## src/rtl/pixel_fb_writer.sv

```systemverilog
// Framebuffer write sink: clips incoming (x, y) beats, converts in-bounds points to
// linear addresses, buffers them in a small FIFO and drives a single-port write interface.
module pixel_fb_writer #(
  parameter int FB_WIDTH   = 640,
  parameter int FB_HEIGHT  = 480,
  parameter int ADDR_W     = 19,
  parameter int COLOR_W    = 8,
  parameter int FIFO_DEPTH = 4
) (
  input  logic               _clock,
  input  logic               _reset_n,
  input  logic               _start,
  input  logic [COLOR_W-1:0] color,
  input  logic [31:0]        _in0,
  input  logic [31:0]        _in1,
  input  logic               _in_valid,
  output logic               _in_ready,
  input  logic               _in_done,
  output logic [ADDR_W-1:0]  mem_addr,
  output logic [COLOR_W-1:0] mem_data,
  output logic               mem_we,
  input  logic               mem_ready,
  output logic [31:0]        drawn_count,
  output logic [31:0]        clipped_count,
  output logic               _done,
  output logic [1:0]         dbg_state
);

  localparam int PTR_W = (FIFO_DEPTH > 1) ? $clog2(FIFO_DEPTH) : 1;
  localparam int CNT_W = PTR_W + 1;

  typedef enum logic [1:0] {
    S_IDLE  = 2'd0,
    S_RUN   = 2'd1,
    S_DRAIN = 2'd2,
    S_DONE  = 2'd3
  } state_t;

  state_t state_q;
  state_t state_d;

  // Valid/ready: a beat (or a write) transfers on a cycle where both valid and ready
  // are high; the source holds its payload steady until then, and ready never depends
  // combinationally on valid.
  logic beat_fire;
  logic push;
  logic pop;

  logic              s1_valid;
  logic              s1_in_bounds;
  logic [ADDR_W-1:0] s1_addr;

  logic              in_bounds;
  logic [ADDR_W-1:0] lin_addr;

  logic [ADDR_W-1:0] fifo_mem [FIFO_DEPTH];
  logic [PTR_W-1:0]  rd_ptr;
  logic [PTR_W-1:0]  wr_ptr;
  logic [CNT_W-1:0]  fifo_count;
  logic              fifo_empty;

  logic [COLOR_W-1:0] color_q;

  // Bounds compare is done on the full signed coordinates; the address only needs
  // the low ADDR_W bits because in-bounds products always fit.
  always_comb begin
    in_bounds = ($signed(_in0) >= 0) && ($signed(_in0) < FB_WIDTH) &&
                ($signed(_in1) >= 0) && ($signed(_in1) < FB_HEIGHT);
    lin_addr  = _in1[ADDR_W-1:0] * ADDR_W'(FB_WIDTH) + _in0[ADDR_W-1:0];
  end

  always_comb begin
    fifo_empty = (fifo_count == CNT_W'(0));
    mem_we     = !fifo_empty;
    mem_addr   = fifo_empty ? '0 : fifo_mem[rd_ptr];
    mem_data   = color_q;
    push       = s1_valid && s1_in_bounds;
    pop        = mem_we && mem_ready;
    // Stage 1 counts against FIFO space so its push can never overflow.
    _in_ready  = (state_q == S_RUN) &&
                 (({1'b0, fifo_count} + {{CNT_W{1'b0}}, s1_valid}) < (CNT_W + 1)'(FIFO_DEPTH));
    beat_fire  = _in_valid && _in_ready;
    _done      = (state_q == S_DONE);
    dbg_state  = state_q;
  end

  always_comb begin
    state_d = state_q;
    if (_start) begin
      state_d = S_RUN;
    end else begin
      case (state_q)
        S_IDLE:  state_d = S_IDLE;
        S_RUN:   if (_in_done) state_d = S_DRAIN;
        S_DRAIN: if (!s1_valid && fifo_empty) state_d = S_DONE;
        S_DONE:  state_d = S_DONE;
        default: state_d = S_IDLE;
      endcase
    end
  end

  always_ff @(posedge _clock or negedge _reset_n) begin
    if (!_reset_n) begin
      state_q <= S_IDLE;
    end else begin
      state_q <= state_d;
    end
  end

  always_ff @(posedge _clock or negedge _reset_n) begin
    if (!_reset_n) begin
      s1_valid     <= 1'b0;
      s1_in_bounds <= 1'b0;
      s1_addr      <= '0;
    end else if (_start) begin
      s1_valid     <= 1'b0;
      s1_in_bounds <= 1'b0;
      s1_addr      <= '0;
    end else begin
      s1_valid <= beat_fire;
      if (beat_fire) begin
        s1_in_bounds <= in_bounds;
        s1_addr      <= lin_addr;
      end
    end
  end

  always_ff @(posedge _clock or negedge _reset_n) begin
    if (!_reset_n) begin
      rd_ptr     <= '0;
      wr_ptr     <= '0;
      fifo_count <= '0;
    end else if (_start) begin
      rd_ptr     <= '0;
      wr_ptr     <= '0;
      fifo_count <= '0;
    end else begin
      if (push) wr_ptr <= wr_ptr + PTR_W'(1);
      if (pop)  rd_ptr <= rd_ptr + PTR_W'(1);
      case ({push, pop})
        2'b10:   fifo_count <= fifo_count + CNT_W'(1);
        2'b01:   fifo_count <= fifo_count - CNT_W'(1);
        default: fifo_count <= fifo_count;
      endcase
    end
  end

  // Storage needs no reset: entries are only visible while the count covers them.
  always_ff @(posedge _clock) begin
    if (push && !_start) begin
      fifo_mem[wr_ptr] <= s1_addr;
    end
  end

  always_ff @(posedge _clock or negedge _reset_n) begin
    if (!_reset_n) begin
      color_q       <= '0;
      drawn_count   <= '0;
      clipped_count <= '0;
    end else if (_start) begin
      color_q       <= color;
      drawn_count   <= '0;
      clipped_count <= '0;
    end else begin
      if (pop && (drawn_count != 32'hFFFF_FFFF)) begin
        drawn_count <= drawn_count + 32'd1;
      end
      if (s1_valid && !s1_in_bounds && (clipped_count != 32'hFFFF_FFFF)) begin
        clipped_count <= clipped_count + 32'd1;
      end
    end
  end

  fifo_no_overflow: assert property (@(posedge _clock) disable iff (!_reset_n)
    !(push && !pop && (fifo_count == CNT_W'(FIFO_DEPTH))));

endmodule

```

## config.mk

```make
export PLATFORM = sky130hd
export DESIGN_NAME = pixel_fb_writer
export DESIGN_NICKNAME = d
export VERILOG_FILES = /design/src/rtl/pixel_fb_writer.sv
export SDC_FILE = /design/constraint.sdc
export NUM_CORES = 1
export LEC_CHECK = 0
export CAP_MARGIN = 20
export CORE_ASPECT_RATIO = 1.2
export CORE_UTILIZATION = 25
export CTS_BUF_LIST = sky130_fd_sc_hd__clkbuf_2 sky130_fd_sc_hd__clkbuf_4 sky130_fd_sc_hd__clkbuf_8
export DETAILED_ROUTE_END_ITERATION = 6
export MAX_ROUTING_LAYER = met4
export PLACE_DENSITY_LB_ADDON = 0.08
export SKIP_CTS_REPAIR_TIMING = 1
export SYNTH_ARGS = -nofsm -noshare
export SYNTH_HDL_FRONTEND = slang
export SYNTH_SLANG_ARGS = --single-unit
```

## constraint.sdc

```tcl
create_clock -name _clock -period 5.1 [get_ports _clock]
set_input_delay 1.02 -clock _clock [delete_from_list [all_inputs] [get_ports _clock]]
set_output_delay 1.02 -clock _clock [all_outputs]
set_load 0.02 [all_outputs]
```

After elaboration in Yosys (flattened, before gate mapping)
Memory sizes are Yosys's and may differ from the RTL's.
Index checks and enable logic that the tools add are counted.
Operators by class
  $add $sub $neg: 8
  multipliers: 1
  order comparisons: 5
  eq/ne operators: 9
  muxes and demuxes: 22
  reductions and logical operators: 25
Operator list (count)
  two-way mux 32 bit: 4
  adder 32 x 1 -> 32 bit (second input constant): 2
  greater-or-equal comparator 32 x 1 -> 1 bit (second input constant): 2
  != test 32 bit (second input constant): 2
  two-way mux 19 bit: 3
  < comparator 32 x 10 -> 1 bit (second input constant): 1
  < comparator 32 x 11 -> 1 bit (second input constant): 1
  adder 19 bit: 1
  multiplier 19 x 3 -> 12 bit (second input constant): 1
  two-way mux 2 bit: 7
  logical AND 1 bit: 12
  nonzero test 2 bit: 5
  case mux 2 bit (4 select lines): 1
  equality test 2 bit (second input constant): 3
  != test 3 bit (second input constant): 2
  case mux 3 bit (2 select lines): 1
  two-way mux 1 bit: 5
  adder 2 x 1 -> 2 bit (second input constant): 2
  adder 3 x 1 -> 4 bit: 1
  equality test 2 x 1 -> 1 bit (second input constant): 2
  zero test 1 bit: 4
  < comparator 4 x 3 -> 1 bit (second input constant): 1
  adder 3 x 1 -> 3 bit (second input constant): 1
  zero test 3 bit: 1
  other kinds (5): 5
Storage, ports and cells
  register bits: 102
  memory bits (writable): 76
  bits of input ports: 78
  output and inout port bits: 96
  word-level logic and storage cells: 81
  memories: 1
Memories
  fifo_mem: depth 4, width 19, rd ports 1, clocked after Yosys merged registers in 0, write ports 1, line 56  | logic [ADDR_W-1:0] fifo_mem [FIFO_DEPTH];

Logic depth before layout (Yosys ltp)
Gate-level depths: netlist (run 1).
  word-level depth: 6
  depth in mapped cells: 15
  gate-level depth less buffers: 15

Worst setup path after synthesis (run 1)
OpenSTA, ideal clock, no wires.
  kind: input port to flip-flop
  start point: input _in1[2]
  end point: register s1_addr[18]
  setup time: 0.094 ns
  data arrival time: 3.708 ns
  required time: 5.006 ns
  path slack: 1.298 ns
  stages: 13
  path buffers: 0
  cell sequence: ha_1 -> ha_1 -> a21o_1 -> a21oi_1 -> nor2b_1 -> o21a_1 -> o41a_1 -> xnor2_1 -> ha_1 -> and3_1 -> a211oi_1 -> xnor2_1 -> a211oi_1
On the way
  word-level cells in the longest chain between the ends: 4
RTL lines
  start: declaration: line 15  | input logic [31:0] _in1,
  multiplier 19 x 3 -> 12 bit: line 69  | lin_addr = _in1[ADDR_W-1:0] * ADDR_W'(FB_WIDTH) + _in0[ADDR_W-1:0];
  adder 19 bit: line 69
  two-way mux 19 bit: line 121  | if (beat_fire) begin
  two-way mux 19 bit: line 115  | end else if (_start) begin
  end signal: assignment: line 123  | s1_addr <= lin_addr;
  end: declaration: line 51  | logic [ADDR_W-1:0] s1_addr;
No other way between the ends. The select of a mux whose other input is x is not followed.
A chain may end at the register's enable or synchronous reset.

Worst setup path in the final report (run 1)
  start point: input _in1[1]
  end point: register s1_addr[17]
The elaborated chain is that of the path after synthesis.

==> impl_results.md, run 1 <==
* Worst Reg-to-Reg Cells at 6
* Chip Height at 209 um
* Minimum setup slack in the final design at around 1 ns
* Antenna violations before repair at 1
* Synth Net Count at 878
* Power density over cell area at around 290 nW/um^2
* IR Drop Worst-Case VDD at 0.000145 V
* Final weighted congestion in routability-driven placement at 0.719
* Accumulated negative setup slack at 0 ns
* Number of warnings reported in the yosys synthesis log at 0
* Largest net degree at the start of global routing at 60
* Critical Path Source Type: primary input
* Tot GR Track Use at roughly 14%
* Most frequent cell after synthesis: sky130_fd_sc_hd__dfrtp_1
* Drt first pass iters at 7
* Count of antenna-violating nets left after detailed routing at 0
* CP top delay family: compound AO/OA/AOI/OAI gates
* Max-capacitance violation count at 0
* Post-Syn Area at 8910 um^2
* Launching point of the worst reg2reg path: clipped_count[21]
* Worst Path Class, Setup: primary input to flop
* Sort of element at the end of the critical path: flop
* Logic depth of the worst path, buffers included at 14
* Clock transition at path regs at 0.10 ns
* Critical path's largest stage delay at 0.49 ns
* CP required at about 5.5 ns
* Worst-margin pin slew at approximately 1.1 ns
* Fmax at 244 MHz
* Critical-path top delay cell: sky130_fd_sc_hd__a221oi_1
* Unrepaired setup endpoints after global routing: no
* Cells after Synth at 763
* Fraction of final layout cells with drive strength greater than 1 at under 10%
* Die extent in x at between 150 and 200 um
* Class of the tightest hold or removal check: flop to flop
* Outcome: completed
* Crit share post-route at 80.2%
* Clock tree from TritonCTS: built
* Fin nets at approximately 1,100
* Max H-tree Level at 4
* Launching instance or port of the critical path: _in1[1]
* Detailed route wirelength on metal3 at 806 um
* Synth area leaders: sky130_fd_sc_hd__dfrtp_1 29%, sky130_fd_sc_hd__edfxtp_1 26%, sky130_fd_sc_hd__mux4_2 4.8%, sky130_fd_sc_hd__ha_1 4.8%, sky130_fd_sc_hd__xor2_1 4.1%
* Vias post-DR at roughly 6,400
* Routed wire per std cell at between 15 and 20 um
* Average cell area after synthesis at 11.7 um^2
* Dpl ws at around 0.54 ns
* Core Rows at 75
* Final global-route overflow total at 0
* Core utilization of the finished layout at ~33%
* Share of synthesized registers carrying an async set or reset at a little under three fifths
* Root buf cell: sky130_fd_sc_hd__clkbuf_8
* End of the worst register-to-register path: clipped_count[14]
* Layout-stage area growth over the synthesis result at 30.9%
* Cell occurring most often along the worst timing path: sky130_fd_sc_hd__ha_1
* Clock sink count at 178
* Clk_skew at around 0.021 ns
* Vias in the first global route at about 6,900
* Violation count after the first detailed-routing iteration at 271
* Total wire length at about 24,000 um
* Detailed-route DRC error count at 0
* CTS Buf Count at 17
* Fin Hold WS at 0.516 ns
* Setup slack of the most critical reg-to-reg path at around 2.8 ns
* CP Cell Sequence: clkdlybuf4s50_1, ha_1, ha_1, fa_1, a21o_1, a21oi_1, xnor2_1, ha_1, inv_1, nor2_1, a221oi_1, o21ai_0, xor2_1, a21o_1
* Number of register bits inferred by synthesis at about 180
* Final Hold Viols at 0
* Commonest cells in the synthesized netlist: 102 x sky130_fd_sc_hd__dfrtp_1, 85 x sky130_fd_sc_hd__nor2_1, 76 x sky130_fd_sc_hd__edfxtp_1
* Ratio of routed vias to standard cells at 4.53
* Clock period minus final worst setup slack at 4.09 ns
* Top layer used by detailed routing: met4
* Effective utilization at floorplan at between 20% and 30%
* Top-area cell type share of the netlist area at approximately 29%
* Global-route wire length before repair at around 39,000 um
* Capturing element of the worst setup path: s1_addr[17]
* Static leakage at about 0.0043 uW
* Met1 wire length at roughly 11,000 um
* Clock Latency Late Sink at roughly 0.48 ns
* Setup violators final at 0
* Boundary Pins at ~170
* EDFF count, synth at 76
* Slew margin rel. at approximately 29%
* Prevailing post-synth register cell: sky130_fd_sc_hd__dfrtp_1
* Largest driver fanout on the critical path at 3
* Area inside the core boundary at roughly 35,000 um^2
* Worst path arrival time at roughly 4.5 ns
* HPWL after detailed placement at ~17,000 um
* Cell type with the largest total area after synthesis: sky130_fd_sc_hd__dfrtp_1
* Clock Path Buffers at 2
* Count of buffering cells on the critical path with inverters included at 2
* Wire length on met2 at 12,300 um
* Sequential share of the synthesized area at 54.3%
* Port Buf Inserts at between 150 and 200
* Cell variety after synth at 55
* Max-slew violation count at 0
* Area enclosed by the die boundary at roughly 36,000 um^2
==> per-stage QoR <==
stage / area (um^2) / cells / power (uW)
floorplan: 8910 / 763 / 2100
global placement: 11200 / 1382 / 2460
detailed placement: 11200 / 1385 / 2470
CTS: 11600 / 1417 / 3500
global route: 11700 / 1419 / 3630
finish: 11700 / 1419 / 3420
==> power breakdown <==
group          leakage (uW)  switching, uW  internal [uW]
combinational       0.00205            406            389
clock              0.000193            596            410
sequential          0.00209           77.9           1550
total               0.00434           1080           2350
==> placed cells by master, fill, tap and decap left out, types with 3 or more instances in the layout <==
cell,instances
sky130_fd_sc_hd__xor2_1,42
sky130_fd_sc_hd__nor3_1,16
sky130_fd_sc_hd__buf_4,11
sky130_fd_sc_hd__o21ai_0,14
sky130_fd_sc_hd__nand3_2,3
sky130_fd_sc_hd__xnor2_1,33
sky130_fd_sc_hd__nor2_1,85
sky130_fd_sc_hd__nor3_2,3
sky130_fd_sc_hd__nor4_1,15
sky130_fd_sc_hd__mux2_2,9
sky130_fd_sc_hd__fa_1,3
sky130_fd_sc_hd__ha_1,34
sky130_fd_sc_hd__or4_1,3
sky130_fd_sc_hd__inv_8,5
sky130_fd_sc_hd__nand3_1,39
sky130_fd_sc_hd__a21oi_1,32
sky130_fd_sc_hd__and4_1,7
sky130_fd_sc_hd__a21o_1,6
sky130_fd_sc_hd__nand4_1,27
sky130_fd_sc_hd__and2_1,10
sky130_fd_sc_hd__nand2_1,63
sky130_fd_sc_hd__dfrtp_1,101
sky130_fd_sc_hd__or3_1,5
sky130_fd_sc_hd__inv_6,3
sky130_fd_sc_hd__clkdlybuf4s50_1,171
sky130_fd_sc_hd__clkbuf_8,17
sky130_fd_sc_hd__a31oi_1,3
sky130_fd_sc_hd__a211oi_1,6
sky130_fd_sc_hd__clkinvlp_4,3
sky130_fd_sc_hd__edfxtp_1,76
sky130_fd_sc_hd__inv_1,13
sky130_fd_sc_hd__o21bai_1,4
sky130_fd_sc_hd__and3_1,8
sky130_fd_sc_hd__mux4_2,19
sky130_fd_sc_hd__nor2b_1,28
==> layout make-up <==
class	count	area (um^2)
antenna	1	2.50
clock buffer	17	234
clock inverter	15	164
fill	3571	23300
inverter	13	48.8
multi-input combinational	547	3930
sequential	178	4840
tap	462	578
timing repair buffer	186	1860
==> worst min-delay path by stage <==
stage	startpoint	end	depth (start not counted)	slack, ns
4_1_cts	s1_addr[12]	fifo_mem[3][12]	0	0.53
3_5_place_dp	mem_data[5]	mem_data[5]	1	0.50
2_1_floorplan	s1_addr[17]	fifo_mem[0][17]	0	0.47
6_report	s1_addr[2]	fifo_mem[0][2]	0	0.52
5_1_grt	s1_addr[7]	fifo_mem[0][7]	0	0.54
3_3_place_gp	mem_data[5]	mem_data[5]	1	0.49
==> kinds of logic (layout without fill, tap and decap cells) <==
group	after synthesis	in the layout	share of synthesized area, %
other cells	0	1	0
simple gates	329	329	19.6
flops	178	178	54.3
buf+inv	38	231	1.64
mux	30	30	6.17
compound gates	76	76	5.48
xor+xnor	75	75	7.38
fa+ha+maj	37	37	5.45
==> flip-flops by register name, indices dropped and copies added, names as in the netlist, 2 cells and up <==
signal	count
drawn_count	32
fifo_mem	76
rd_ptr	2
wr_ptr	2
mem_data	8
s1_addr	19
clipped_count	32
dbg_state	2
fifo_count	3
==> routing by layer <==
| metal | GRT usage [%] | vias up |
|---|---|---|
| li1 | - | 3134 |
| met1 | 17.0 | 3166 |
| met2 | 24.4 | 106 |
| met3 | 3.02 | 17 |
| met4 | 3.84 | 0 |
| met5 | - | - |
Note: power is estimated with default switching activity, not from simulation.
==> run 2, diff against run 1 <==
==> constraint.sdc (replaced) <==
create_clock -name _clock -period 3.6 [get_ports _clock]
set_input_delay 0.72 -clock _clock [delete_from_list [all_inputs] [get_ports _clock]]
set_output_delay 0.72 -clock _clock [all_outputs]
set_load 0.02 [all_outputs]
==> impl_results.md, run 2 (synthesized netlist as in run 1, its figures left out) <==
* Layout-stage area growth over the synthesis result at 34.4% (was 30.9%)
* CP required at 3.92 ns (was 5.46 ns)
* Vias in the first global route at 7,211 (was 6,898)
* Routed wire per std cell at 16.8 um (was 17.1 um)
* CTS Buf Count at 17 (unchanged)
* Slew margin rel. at 41.5% (was 28.6%)
* Max-slew violation count at 0 (unchanged)
* End of the worst register-to-register path: clipped_count[16] (was clipped_count[14])
* Worst-margin pin slew at 0.877 ns (was 1.07 ns)
* Number of instances in the placed design at 1,428 (was 1,385)
* Max H-tree Level at 4 (unchanged)
* Clock transition at path regs at 0.11 ns (was 0.10 ns)
* Part of the power in combinational logic at 26.2% (was 23.2%)
* Ratio of routed vias to standard cells at 4.47 (was 4.53)
* Tot GR Track Use at 14.5% (was 14.3%)
* Largest registers in the final layout: fifo_mem (76), clipped_count (32), drawn_count (32) (unchanged)
* Final global-route overflow total at 0 (unchanged)
* Unrepaired setup endpoints after global routing: no (unchanged)
* Count of antenna-violating nets left after detailed routing at 0 (unchanged)
* Antenna violations before repair at 1 (unchanged)
* Die extent in x at 174 um (unchanged)
* Effective utilization at floorplan at 25.4% (unchanged)
* Critical Path Source Type: primary input (unchanged)
* Drt first pass iters at 4 (was 7)
* Detailed-route DRC error count at 0 (unchanged)
* Area enclosed by the die boundary at 36,400 um^2 (unchanged)
* Crit share post-route at between 90% and 100%
* Clock Latency Late Sink at 0.46 ns (was 0.48 ns)
* Sort of element at the end of the critical path: flop (unchanged)
* Setup violators final at 0 (unchanged)
* Worst Path Class, Setup: primary input to flop (unchanged)
* Fill count at 3,556 (was 3,571)
* Worst path arrival time at 3.75 ns (was 4.45 ns)
* Accumulated negative setup slack at 0 ns (unchanged)
* Worst Reg-to-Reg Cells at 6 (unchanged)
* Vias post-DR at 6,534 (was 6,423)
* Largest driver fanout on the critical path at 4 (was 3)
* Global-route wire length before repair at 40,100 um (was 39,300 um)
* Core utilization of the finished layout at 34.2% (was 33.3%)
* Minimum setup slack in the final design at 0.165 ns (was 1.01 ns)
* Static leakage at 0.00455 uW (was 0.00434 uW)
* Fin nets at 1,100 (was 1,058)
* Setup slack of the most critical reg-to-reg path at 1.28 ns (was 2.78 ns)
* Clock period minus final worst setup slack at around 3.4 ns
* Register bank with the most flops: fifo_mem (unchanged)
* Highest-count cells in the layout ignoring fill and taps: 170 x sky130_fd_sc_hd__clkdlybuf4s50_1, 102 x sky130_fd_sc_hd__dfrtp_1, 85 x sky130_fd_sc_hd__nor2_1 (was 171 x sky130_fd_sc_hd__clkdlybuf4s50_1, 101 x sky130_fd_sc_hd__dfrtp_1, 85 x sky130_fd_sc_hd__nor2_1)
* Dpl ws at -0.530 ns (was 0.544 ns)
* Clk_skew at 0.0209 ns (about the same)
* Core Rows at 75 (unchanged)
* Boundary Pins at 174 (unchanged)
* Fraction of final layout cells with drive strength greater than 1 at 14.0% (was 9.52%)
* Final weighted congestion in routability-driven placement at 0.725 (was 0.719)
* Fin Hold WS at 0.230 ns (was 0.516 ns)
* Root buf cell: sky130_fd_sc_hd__clkbuf_8 (unchanged)
* Sequential cell fraction of total power at 45.9% (was 47.4%)
* Launching point of the worst reg2reg path: clipped_count[20] (was clipped_count[21])
* Class of the tightest hold or removal check: primary input to async pin (was flop to flop)
* Number of standard cells in the final layout excluding fillers at 1,461 (was 1,419)
* Clock Path Buffers at 2 (unchanged)
* Chip Height at 209 um (unchanged)
* IR Drop Worst-Case VDD at 0.000180 V (was 0.000145 V)
* Most common library cell in the layout ignoring fill and taps: sky130_fd_sc_hd__clkdlybuf4s50_1 (unchanged)
* Launching instance or port of the critical path: _in1[2] (was _in1[1])
* Area inside the core boundary at 35,000 um^2 (unchanged)
* Port Buf Inserts at 173 (unchanged)
* Clock sink count at 178 (unchanged)
* HPWL after detailed placement at 17,200 um (about the same)
* Internal power at 3360 uW (was 2350 uW)
* Largest register FFs at 76 (unchanged)
* Outcome: completed (unchanged)
* Max-capacitance violation count at 0 (unchanged)
* Capturing element of the worst setup path: s1_addr[18] (was s1_addr[17])
* Switching power summed over all nets at 1570 uW (was 1080 uW)
* Clk pwr share at 27.9% (was 29.4%)
* Power density over cell area at 412 nW/um^2 (was 294 nW/um^2)
* Largest net degree at the start of global routing at 68 (was 60)
* Switching part of the total at 31.8% (was 31.5%)
* Fmax at 291 MHz
* Violation count after the first detailed-routing iteration at 328 (was 271)
* Total wire length at 24,500 um (was 24,300 um)
* Clock tree from TritonCTS: built (unchanged)
* Final Hold Viols at 0 (unchanged)
-- run 2: area by class of cell --
| type | count | area (um^2) | area share (%) |
|---|---|---|---|
| multi-input cells | 547 | 3960 | 33.1 |
| repair buffers | 228 | 2170 | 18.1 |
| clock buffers | 18 | 241 | 2.02 |
| flip-flops and latches | 178 | 4830 | 40.4 |
| clock inverters | 14 | 135 | 1.13 |
| well taps | 462 | 578 | 4.83 |
| diodes | 1 | 2.50 | 0.0209 |
| inverters | 13 | 48.8 | 0.408 |
-- run 2: how the worst min path moves through the flow --
stage | from | to
2_1_floorplan | _reset_n | clipped_count[0]
3_3_place_gp | mem_data[0] | mem_data[0]
3_5_place_dp | mem_data[5] | mem_data[5]
4_1_cts | _reset_n | drawn_count[8]
5_1_grt | _reset_n | rd_ptr[1]
6_report | _reset_n | drawn_count[8]
-- run 2: stage by stage --
stage | cell area [um^2] | power, uW
after floorplan | 8910 | 2970
after global placement | 11600 | 3610
final | 12000 | 4930
after detailed placement | 11600 | 3610
after CTS | 11900 | 5030
after global routing | 12000 | 5230
-- run 2: power groups by stage --
stage	sequential [uW]	combinational [uW]	clock, uW
after detailed placement	2310	1310	0
after global placement	2310	1300	0
after CTS	2260	1310	1450
after floorplan	2300	670	0
final	2260	1290	1380
after global routing	2280	1440	1520
-- run 2: metal layers --
metal / up-vias / global-route usage [%] / share of wire (%)
met1: 3199 / 17.2 / 44
met4: 0 / 3.63 / 1.1
met5: - / - / 0
li1: 3213 / - / -
met3: 18 / 2.73 / 3.3
met2: 104 / 25.0 / 51
-- run 2: critical path, cell delays in order --
cell and delay (ns):
sky130_fd_sc_hd__clkdlybuf4s50_1 0.43, sky130_fd_sc_hd__ha_1 0.31, sky130_fd_sc_hd__ha_1 0.29, sky130_fd_sc_hd__a21o_1 0.19
sky130_fd_sc_hd__a21oi_2 0.15, sky130_fd_sc_hd__nor2b_1 0.06, sky130_fd_sc_hd__o21a_1 0.18, sky130_fd_sc_hd__o41a_1 0.32
sky130_fd_sc_hd__xnor2_1 0.14, sky130_fd_sc_hd__ha_1 0.35, sky130_fd_sc_hd__and3_4 0.19, sky130_fd_sc_hd__a211oi_2 0.19
sky130_fd_sc_hd__xnor2_1 0.14, sky130_fd_sc_hd__a211oi_1 0.08
==> run 3, diff against run 2 <==
--- a/config.mk
+++ b/config.mk
@@ -7,7 +7,7 @@
 export LEC_CHECK = 0
 export CAP_MARGIN = 20
 export CORE_ASPECT_RATIO = 1.2
-export CORE_UTILIZATION = 25
+export CORE_UTILIZATION = 40
 export CTS_BUF_LIST = sky130_fd_sc_hd__clkbuf_2 sky130_fd_sc_hd__clkbuf_4 sky130_fd_sc_hd__clkbuf_8
 export DETAILED_ROUTE_END_ITERATION = 6
 export MAX_ROUTING_LAYER = met4
==> impl_results.md, run 3 (synthesized netlist as in run 1, its figures left out) <==
* Outcome: complete, but fails checks (was completed)
* Failing checks: design-rule violations
* Routed wire per std cell at 17.3 um (was 16.8 um)
* Register bank with the most flops: fifo_mem (unchanged)
* Fmax at 291 MHz (about the same)
* Layout-stage area growth over the synthesis result at 31.4% (was 34.4%)
* Max-slew violation count at 0 (unchanged)
* Static leakage at 0.00452 uW (was 0.00455 uW)
* Final global-route overflow total at 0 (unchanged)
* Final weighted congestion in routability-driven placement at 0.816 (was 0.725)
* Clock transition at path regs at 0.11 ns (about the same)
* Critical path's largest stage delay at 0.49 ns (was 0.43 ns)
* Critical-path top delay cell: sky130_fd_sc_hd__clkdlybuf4s50_1 (unchanged)
* CP Cell Sequence: clkdlybuf4s50_1, buf_4, ha_1, ha_1, and3_1, a221o_1, nor2_1, xnor2_1, ha_1, buf_4, nand2_1, o21ai_0, xor2_1, a21o_1 (was clkdlybuf4s50_1, ha_1, ha_1, a21o_1, a21oi_2, nor2b_1, o21a_1, o41a_1, xnor2_1, ha_1, and3_4, a211oi_2, xnor2_1, a211oi_1)
* Root buf cell: sky130_fd_sc_hd__clkbuf_8 (unchanged)
* Clock sink count at 178 (unchanged)
* Clock tree from TritonCTS: built (unchanged)
* Switching part of the total at 30.6% (was 31.8%)
* Number of standard cells in the final layout excluding fillers at 1,259 (was 1,461)
* Largest net degree at the start of global routing at 76 (was 68)
* Count of antenna-violating nets left after detailed routing at 0 (unchanged)
* Area enclosed by the die boundary at 22,900 um^2 (was 36,400 um^2)
* Worst path arrival time at 3.78 ns (was 3.75 ns)
* Area inside the core boundary at 21,800 um^2 (was 35,000 um^2)
* Fin nets at 1,087 (was 1,100)
* Worst Path Class, Setup: primary input to flop (unchanged)
* Most common library cell in the layout ignoring fill and taps: sky130_fd_sc_hd__clkdlybuf4s50_1 (unchanged)
* Largest register FFs at 76 (unchanged)
* Highest-count cells in the layout ignoring fill and taps: 167 x sky130_fd_sc_hd__clkdlybuf4s50_1, 102 x sky130_fd_sc_hd__dfrtp_1, 85 x sky130_fd_sc_hd__nor2_1 (was 170 x sky130_fd_sc_hd__clkdlybuf4s50_1, 102 x sky130_fd_sc_hd__dfrtp_1, 85 x sky130_fd_sc_hd__nor2_1)
* Drt first pass iters at 6 (was 4)
* Tot GR Track Use at 20.2% (was 14.5%)
* CTS Buf Count at 17 (unchanged)
* Sequential cell fraction of total power at 46.2% (was 45.9%)
* Worst-margin pin slew at 0.863 ns (was 0.877 ns)
* Switching power summed over all nets at 1500 uW (was 1570 uW)
* Detailed-route DRC error count at 12 (was 0)
* Final Hold Viols at 0 (unchanged)
* Sort of element at the end of the critical path: flop (unchanged)
* Setup violators final at 0 (unchanged)
* Internal power at 3400 uW (was 3360 uW)
* CP top delay family: adder cells (was compound AO/OA/AOI/OAI gates)
* Unrepaired setup endpoints after global routing: no (unchanged)
* Antenna violations before repair at 0 (was 1)
* CP required at 3.94 ns (was 3.92 ns)
* Port Buf Inserts at 173 (unchanged)
* Fill count at 1,909 (was 3,556)
* HPWL after detailed placement at 15,400 um (was 17,200 um)
* Global-route wire length before repair at 35,200 um (was 40,100 um)
* Class of the tightest hold or removal check: primary input to async pin (unchanged)
* Total wire length at 21,700 um (was 24,500 um)
* Fin Hold WS at 0.347 ns (was 0.230 ns)
* Part of the power in combinational logic at 25.4% (was 26.2%)
* Effective utilization at floorplan at 40.9% (was 25.4%)
* Clock Path Buffers at 2 (unchanged)
* Slew margin rel. at 42.5% (was 41.5%)
* Boundary Pins at 174 (unchanged)
* Max-capacitance violation count at 0 (unchanged)
* Vias in the first global route at 6,930 (was 7,211)
* Count of buffering cells on the critical path with inverters included at 3 (was 1)
* Ratio of routed vias to standard cells at 5.25 (was 4.47)
* Power density over cell area at 418 nW/um^2 (was 412 nW/um^2)
* Clk_skew at 0.0179 ns (was 0.0209 ns)
* Max H-tree Level at 4 (unchanged)
* Clock Latency Late Sink at 0.46 ns (about the same)
* Total area of multi-input combinational cells at 4030 um^2 (was 3960 um^2)
* Cell occurring most often along the worst timing path: sky130_fd_sc_hd__ha_1 (unchanged)
* Number of instances in the placed design at 1,227 (was 1,428)
* Fraction of final layout cells with drive strength greater than 1 at 13.4% (was 14.0%)
* Clock period minus final worst setup slack at 3.44 ns (about the same)
* Core Rows at 59 (was 75)
* Critical Path Source Type: primary input (unchanged)
* Largest registers in the final layout: fifo_mem (76), clipped_count (32), drawn_count (32) (unchanged)
* FF+latch area at 4830 um^2 (unchanged)
* IR Drop Worst-Case VDD at 0.000208 V (was 0.000180 V)
* Clk pwr share at 28.4% (was 27.9%)
* Vias post-DR at 6,615 (was 6,534)
* Die extent in x at 138 um (was 174 um)
* Violation count after the first detailed-routing iteration at 263 (was 328)
* Largest driver fanout on the critical path at 4 (unchanged)
* Chip Height at 165 um (was 209 um)
* Inserted Diodes at 0 (was 1)
* Crit share post-route at 95.6% (was 95.4%)
-- run 3: cell types whose count changed in the layout (fill, tap and decap cells not counted), moves of 2 or more --
cell / change
sky130_fd_sc_hd__a21oi_1: +2
sky130_fd_sc_hd__clkdlybuf4s50_1: -3
sky130_fd_sc_hd__ha_1: -6
sky130_fd_sc_hd__a21oi_2: -3
sky130_fd_sc_hd__dlymetal6s2s_1: +3
sky130_fd_sc_hd__inv_8: -2
sky130_fd_sc_hd__inv_6: +4
sky130_fd_sc_hd__clkinvlp_4: -2
sky130_fd_sc_hd__ha_4: +5
sky130_fd_sc_hd__o21ai_1: -2
sky130_fd_sc_hd__buf_12: -2
sky130_fd_sc_hd__o21ai_0: +2
sky130_fd_sc_hd__buf_4: -11
-- run 3: layout make-up --
class,count,area share (%)
timing repair buffer,215,17.5
multi-input combinational,547,34.4
clock inverter,14,1.31
clock buffer,18,2.06
inverter,13,0.417
tap,274,2.93
sequential,178,41.3
-- run 3: final timing paths --
check	endpoint	cells after the start	startpoint	slack, ns
setup / recovery	s1_addr[17]	14	_in1[5]	0.16
hold / removal	drawn_count[7]	1	_reset_n	0.35
setup reg to reg	fifo_count[2]	7	fifo_count[1]	1.32
hold reg to reg	mem_data[6]	1	mem_data[6]	0.52
max in group asynchronous	drawn_count[30]	2	_reset_n	2.39
min in group _clock	mem_data[6]	1	mem_data[6]	0.52
-- run 3: power by group through the flow --
stage	clock network, uW	logic [uW]	registers (uW)
CTS	1430	1240	2260
global route	1520	1370	2270
global placement	0	1220	2300
floorplan	0	670	2300
finish	1390	1240	2260
detailed placement	0	1230	2310
-- run 3: per-stage QoR --
step | total power (uW) | setup WS (ns) | instance area, um^2 | util [%] | setup TNS (ns)
3_5_place_dp | 3540 | -0.514 | 11200 | 51.4 | -1.98
5_1_grt | 5160 | 0.0111 | 11700 | 53.7 | 0
3_3_place_gp | 3510 | -0.440 | 11200 | 51.4 | -1.62
2_1_floorplan | 2970 | 0.0979 | 8910 | - | 0
6_report | 4900 | 0.158 | 11700 | 53.7 | 0
4_1_cts | 4940 | -0.0386 | 11600 | 53.2 | -0.0386
-- run 3: layer usage --
layer	global-route usage (%)	wire length, um
met3	3.34	772
met2	36.4	11500
met5	-	0
met1	23.3	9170
met4	6.38	270
-- run 3: worst register-to-register path: stages, from the launching register on --
cell,delay (ns)
sky130_fd_sc_hd__dfrtp_1,0.46
sky130_fd_sc_hd__o31ai_2,0.60
sky130_fd_sc_hd__a21oi_1,0.13
sky130_fd_sc_hd__fa_1,0.41
sky130_fd_sc_hd__nand2b_1,0.15
sky130_fd_sc_hd__o21ai_0,0.21
sky130_fd_sc_hd__xnor2_1,0.15
sky130_fd_sc_hd__nor2_1,0.05
